===== src/rtl/aucohl_sync_fifo_pkg.sv =====
// Shared defaults for the DMA data-buffer FIFO.
package aucohl_sync_fifo_pkg;

  localparam int unsigned DefaultDw = 32;
  localparam int unsigned DefaultAw = 4;

endpackage


===== src/rtl/aucohl_fifo_mem.sv =====
// Register-array storage: synchronous write, asynchronous read.
module aucohl_fifo_mem
  import aucohl_sync_fifo_pkg::*;
#(
  parameter int unsigned DW = DefaultDw,
  parameter int unsigned AW = DefaultAw
) (
  input  logic          clk,
  input  logic          we,
  input  logic [AW-1:0] waddr,
  input  logic [DW-1:0] wdata,
  input  logic [AW-1:0] raddr,
  output logic [DW-1:0] rdata
);

  localparam int unsigned Depth = 1 << AW;

  logic [DW-1:0] mem [Depth];

  // Contents are intentionally left unreset.
  always_ff @(posedge clk) begin
    if (we) begin
      mem[waddr] <= wdata;
    end
  end

  assign rdata = mem[raddr];

endmodule


===== src/rtl/aucohl_sync_fifo.sv =====
// Single-clock first-word fall-through FIFO with flags, level and synchronous flush.
module aucohl_sync_fifo
  import aucohl_sync_fifo_pkg::*;
#(
  parameter int unsigned DW = DefaultDw,
  parameter int unsigned AW = DefaultAw
) (
  input  logic          clk,
  input  logic          rst_n,
  input  logic          rd,
  input  logic          wr,
  input  logic          flush,
  input  logic [DW-1:0] wdata,
  output logic          empty,
  output logic          full,
  output logic [DW-1:0] rdata,
  output logic [AW-1:0] level
);

  logic [AW:0] wr_ptr_q, wr_ptr_d;
  logic [AW:0] rd_ptr_q, rd_ptr_d;
  logic [AW:0] cnt;
  logic        push, pop;

  assign cnt   = wr_ptr_q - rd_ptr_q;
  assign empty = (wr_ptr_q == rd_ptr_q);
  // Same index, opposite wrap bit: exactly one full lap ahead.
  assign full  = (wr_ptr_q[AW] != rd_ptr_q[AW]) &&
                 (wr_ptr_q[AW-1:0] == rd_ptr_q[AW-1:0]);
  assign level = cnt[AW-1:0];

  assign push = wr && !full && !flush;
  assign pop  = rd && !empty;

  always_comb begin
    wr_ptr_d = wr_ptr_q;
    rd_ptr_d = rd_ptr_q;
    if (flush) begin
      wr_ptr_d = '0;
      rd_ptr_d = '0;
    end else begin
      if (push) wr_ptr_d = wr_ptr_q + 1'b1;
      if (pop)  rd_ptr_d = rd_ptr_q + 1'b1;
    end
  end

  always_ff @(posedge clk or negedge rst_n) begin
    if (!rst_n) begin
      wr_ptr_q <= '0;
      rd_ptr_q <= '0;
    end else begin
      wr_ptr_q <= wr_ptr_d;
      rd_ptr_q <= rd_ptr_d;
    end
  end

  aucohl_fifo_mem #(
    .DW (DW),
    .AW (AW)
  ) u_mem (
    .clk   (clk),
    .we    (push),
    .waddr (wr_ptr_q[AW-1:0]),
    .wdata (wdata),
    .raddr (rd_ptr_q[AW-1:0]),
    .rdata (rdata)
  );

endmodule


===== config.mk =====
export PLATFORM = sky130hd
export DESIGN_NAME = aucohl_sync_fifo
export DESIGN_NICKNAME = d
export VERILOG_FILES = /design/src/rtl/aucohl_sync_fifo_pkg.sv /design/src/rtl/aucohl_fifo_mem.sv /design/src/rtl/aucohl_sync_fifo.sv
export SDC_FILE = /design/constraint.sdc
export NUM_CORES = 1
export LEC_CHECK = 0
export CORE_ASPECT_RATIO = 1.5
export CORE_MARGIN = 3
export CORE_UTILIZATION = 40
export CTS_CLUSTER_SIZE = 24
export DETAILED_ROUTE_END_ITERATION = 12
export DONT_BUFFER_PORTS = 1
export PLACE_DENSITY = 0.53
export SLEW_MARGIN = 20
export SYNTH_ARGS = -nofsm -noshare
export SYNTH_HDL_FRONTEND = slang
export SYNTH_SLANG_ARGS = --single-unit

===== constraint.sdc =====
create_clock -name clk -period 5.1 [get_ports clk]
set_input_delay 1.02 -clock clk [delete_from_list [all_inputs] [get_ports clk]]
set_output_delay 1.02 -clock clk [all_outputs]
set_load 0.03 [all_outputs]

==> impl_metrics.prom <==
# TYPE chip_impl_metric gauge
chip_impl_metric{name="timing.final.max_slew_violations",unit=""} 0
chip_impl_metric{name="synth-warning-count",unit=""} 0
chip_impl_metric{name="dpl.cell_count",unit=""} 1620
chip_impl_metric{name="dpl-instance-area",unit="sq um"} 21600
chip_impl_info{name="min-delay-path-class",value="in2async"} 1
chip_impl_metric{name="timing.fmax",unit="GHz"} 0.244
chip_impl_metric{name="netlist.area_leader.share",unit=""} 0.760
chip_impl_metric{name="final.setup_skew",unit="ns"} 0.00880
chip_impl_metric{name="total_die_area",unit="sq um"} 53400
chip_impl_info{name="setup_repair_after_global_routing_missed_its_margin",value="no"} 1
chip_impl_metric{name="netSwitchingPower",unit="mW"} 2.17
chip_impl_metric{name="overflow",unit=""} 0
chip_impl_info{name="r2r-end",value="u_mem.mem[10][18]$_DFFE_PP_"} 1
chip_impl_metric{name="drc",unit=""} 0
chip_impl_info{name="outcome",value="finished, final reports clean"} 1
chip_impl_metric{name="grt_antenna_before_repair",unit=""} 0
chip_impl_metric{name="pwr-share-comb",unit=""} 0.113
chip_impl_metric{name="largest_fanout_on_the_critical_path",unit=""} 41
chip_impl_metric{name="register_to_register_setup_slack",unit="ns"} 1.65
chip_impl_info{name="family_with_the_most_delay_on_the_worst_path",value="simple AND/OR/NAND/NOR gates"} 1
chip_impl_metric{name="die_h",unit="microns"} 281
chip_impl_metric{name="die_width",unit="microns"} 190
chip_impl_metric{name="post_cts_hold_buffer_count",unit=""} 0
chip_impl_metric{name="fraction_of_power_spent_switching_nets",unit=""} 0.228
chip_impl_metric{name="maximum_number_of_pins_on_one_net_before_global_route_repair",unit=""} 61
chip_impl_info{name="synth_largest_area_cell",value="edfxtp_1"} 1
chip_impl_metric{name="async_flop_share",unit=""} 0.0192
chip_impl_metric{name="synth_cells",unit=""} 949
chip_impl_metric{name="arrival",unit="ns"} 3.07
chip_impl_metric{name="synth.net_count",unit=""} 995
chip_impl_metric{name="power-per-cell-area",unit="nW/um^2"} 411
chip_impl_metric{name="synth.ff_latch_count",unit=""} 522
chip_impl_metric{name="critical_path.max_stage_delay",unit="ns"} 0.81
chip_impl_metric{name="total_power",unit="mW"} 9.53
chip_impl_info{name="critPathLaunchType",value="flop"} 1
chip_impl_metric{name="post-cts-setup-buffer-count",unit=""} 0
chip_impl_metric{name="cts.clk_slew.worst_paths",unit="ns"} 0.06
chip_impl_metric{name="tightestPinTransition",unit="ns"} 1.02
chip_impl_metric{name="design_area",unit="sq um"} 23200
chip_impl_metric{name="place.detailed.hpwl",unit="mm"} 26.1
chip_impl_metric{name="drt-vias-per-instance",unit=""} 5.52
chip_impl_metric{name="period_minus_slack",unit="ns"} 4.09
chip_impl_metric{name="routed_wire_length_per_instance",unit="microns"} 27.2
chip_impl_metric{name="synth-edff-count",unit=""} 512
chip_impl_metric{name="antennaDiodeCount",unit=""} 0
chip_impl_metric{name="synth_cell_types",unit=""} 33
chip_impl_metric{name="leakage_power_of_the_design",unit="nW"} 6.90
chip_impl_metric{name="fp-row-count",unit=""} 100
chip_impl_metric{name="h-tree-depth",unit=""} 2
chip_impl_metric{name="wirelength",unit="mm"} 46.5
chip_impl_metric{name="p_seq_frac",unit=""} 0.501
chip_impl_metric{name="design.final.nets",unit=""} 1055
chip_impl_metric{name="floorplan.core_area",unit="sq um"} 49800
chip_impl_metric{name="via_count_of_the_first_global_routing_pass",unit=""} 10100
chip_impl_metric{name="final_min_period_over_clock_period",unit=""} 0.802
chip_impl_metric{name="power.ir.vdd_worst",unit="V"} 0.000259
chip_impl_metric{name="grt_first_pass_wirelength",unit="mm"} 68.7
chip_impl_metric{name="setup_viol",unit=""} 0
chip_impl_metric{name="cts_max_path_buffers",unit=""} 3
chip_impl_metric{name="ys_seq_area_frac",unit=""} 0.772
chip_impl_info{name="crit_path_end_kind",value="primary output"} 1
chip_impl_metric{name="pin_count",unit=""} 75
chip_impl_metric{name="max-cap-violations",unit=""} 0
chip_impl_metric{name="reg2regPathDepth",unit=""} 8
chip_impl_info{name="path_cells",value="nor2_4, buf_4, a32oi_1, o21ai_0, buf_4"} 1
chip_impl_metric{name="cts-buffers-inserted",unit=""} 50
chip_impl_metric{name="gp_congestion",unit=""} 0.711
chip_impl_metric{name="drt-initial-drc-count",unit=""} 741
chip_impl_metric{name="groute.usage.overall",unit=""} 0.177
chip_impl_metric{name="flow.area_growth_from_synthesis",unit="%"} 14.6
chip_impl_metric{name="worst_skew_pair.late_latency",unit="ns"} 0.57
chip_impl_info{name="cpMostUsedCell",value="buf_4"} 1
chip_impl_metric{name="timing.setup.tns",unit="ns"} 0
chip_impl_metric{name="detail_route.first_pass.iterations",unit=""} 5
chip_impl_info{name="cts_tree",value="built"} 1
chip_impl_metric{name="layout_cell_share_with_drive_strength_beyond_1",unit=""} 0.241
chip_impl_metric{name="start_util",unit=""} 0.406
chip_impl_info{name="critical_setup_path_kind",value="reg2out"} 1
chip_impl_metric{name="finish.cell_count_without_fillers",unit=""} 1713
chip_impl_metric{name="p_int",unit="mW"} 7.36
chip_impl_metric{name="timing.critical_path.required",unit="ns"} 4.08
chip_impl_metric{name="pwr-share-clk",unit=""} 0.385
chip_impl_metric{name="mappedNetlistArea",unit="sq um"} 20200
chip_impl_metric{name="whs",unit="ns"} 0.145
chip_impl_info{name="synth-main-ff-cell",value="edfxtp_1"} 1
chip_impl_metric{name="finalHoldViolations",unit=""} 0
chip_impl_metric{name="numClockSinks",unit=""} 522
chip_impl_metric{name="syn_area_per_cell",unit="sq um"} 21.3
chip_impl_info{name="regToRegStartpoint",value="rd_ptr_q[1]$_DFFE_PN0P_"} 1
chip_impl_info{name="cpMaxStageDelayCell",value="nor2_4"} 1
chip_impl_metric{name="relSlewSlack",unit=""} 0.314
chip_impl_metric{name="buffer_ports.inserted",unit=""} 0
chip_impl_info{name="cts.root.buffer_cell",value="clkbuf_16"} 1
chip_impl_metric{name="count_of_buffer_and_inverter_cells_on_the_critical_path",unit=""} 2
chip_impl_metric{name="final_antenna_net_count",unit=""} 0
chip_impl_metric{name="post_cts_resize_count",unit=""} 0
chip_impl_info{name="synth_top_cells_by_area",value="edfxtp_1 76%, mux4_2 11%, mux2i_1 4.8%, a32oi_1 1.4%, dfrtp_1 1.2%"} 1
chip_impl_metric{name="route.vias.total",unit=""} 9448
[area by class of cell]
type | count | area [sq um]
clock inverters | 37 | 324
repair buffers | 61 | 596
clock buffers | 56 | 1290
inverters | 8 | 30.0
well taps | 663 | 830
flip-flops and latches | 522 | 15600
multi-input cells | 366 | 4460
fillers | 4244 | 26600
[synth_stat cells, types with 2 or more instances]
cell type  count
nand2_1        2
a22oi_1       32
nor2_1        22
mux2i_1       98
nor3_1         2
mux4_2        96
nand2b_1       4
nand3_1        3
o31ai_1        2
or3_1          6
a21oi_1        6
clkbuf_1      25
xor2_1         3
inv_1          8
buf_4          4
a32oi_1       32
edfxtp_1     512
buf_1          2
dfrtp_1       10
buf_2         21
xnor2_1        4
o21ai_0       37
ha_1           8
[power by group through the flow]
stage,clock network (mW),registers [mW],logic [mW]
after detailed placement,0,4.87,1.12
after floorplan,0,4.85,0.839
after CTS,3.78,4.78,1.12
after global routing,3.95,4.77,1.17
after global placement,0,4.87,1.12
final,3.67,4.77,1.08
[sequential cells by signal, indices dropped and copies added (netlist names)]
signal     flops
rd_ptr_q       5
u_mem.mem    512
wr_ptr_q       5
[cell usage in the layout (no fill, tap or decap), drive strengths merged]
master      n
edfxtp    512
mux2i      98
mux4       96
buf        61
clkbuf     56
o21ai      37
a22oi      32
a32oi      32
clkinv     28
nor2       22
inv        10
dfrtp      10
ha          8
a21oi       6
or3         6
bufinv      6
xnor2       4
nand2b      4
xor2        4
nand3       3
nor3        2
o31ai       2
nand2       2
or3b        2
a21o        1
and2        1
nor2b       1
nand4b      1
o311ai      1
fa          1
clkinvlp    1
[cell families (layout without fill, tap and decap cells)]
| group | Yosys count | in the layout | synth area share |
|---|---|---|---|
| AO/OA/AOI/OAI | 111 | 111 | 0.0379 |
| XOR/XNOR | 8 | 8 | 0.00384 |
| adder cells (fa/ha/maj) | 9 | 9 | 0.00594 |
| buffers and inverters | 61 | 162 | 0.0137 |
| flip-flops | 522 | 522 | 0.772 |
| multiplexers | 194 | 194 | 0.155 |
| AND/OR/NAND/NOR | 44 | 44 | 0.0108 |
[routing by layer]
metal	GRT usage	part of all wire
met1	0.214	0.39
met2	0.329	0.55
met3	0.0266	0.038
met4	0.0482	0.022
met5	0	0
[metrics by stage]
step,utilization,worst slack [ns]
final,0.465,1.01
after detailed placement,0.433,1.50
after floorplan,-,1.06
after CTS,0.465,0.877
after global placement,0.433,1.47
after global routing,0.465,0.798
[how the worst max path moves through the flow]
stage / start / to / slack (ns) / cells after the start
6_report: rd_ptr_q[3]$_DFFE_PN0P_ / rdata[30] / 1.01 / 5
5_1_grt: rd_ptr_q[1]$_DFFE_PN0P_ / rdata[2] / 0.80 / 6
3_3_place_gp: rd_ptr_q[1]$_DFFE_PN0P_ / rdata[2] / 1.47 / 6
2_1_floorplan: rd_ptr_q[1]$_DFFE_PN0P_ / u_mem.mem[5][0]$_DFFE_PP_ / 1.06 / 10
4_1_cts: rd_ptr_q[1]$_DFFE_PN0P_ / rdata[2] / 0.88 / 6
3_5_place_dp: rd_ptr_q[3]$_DFFE_PN0P_ / rdata[30] / 1.50 / 5
Note: power is estimated with default switching activity, not from simulation.
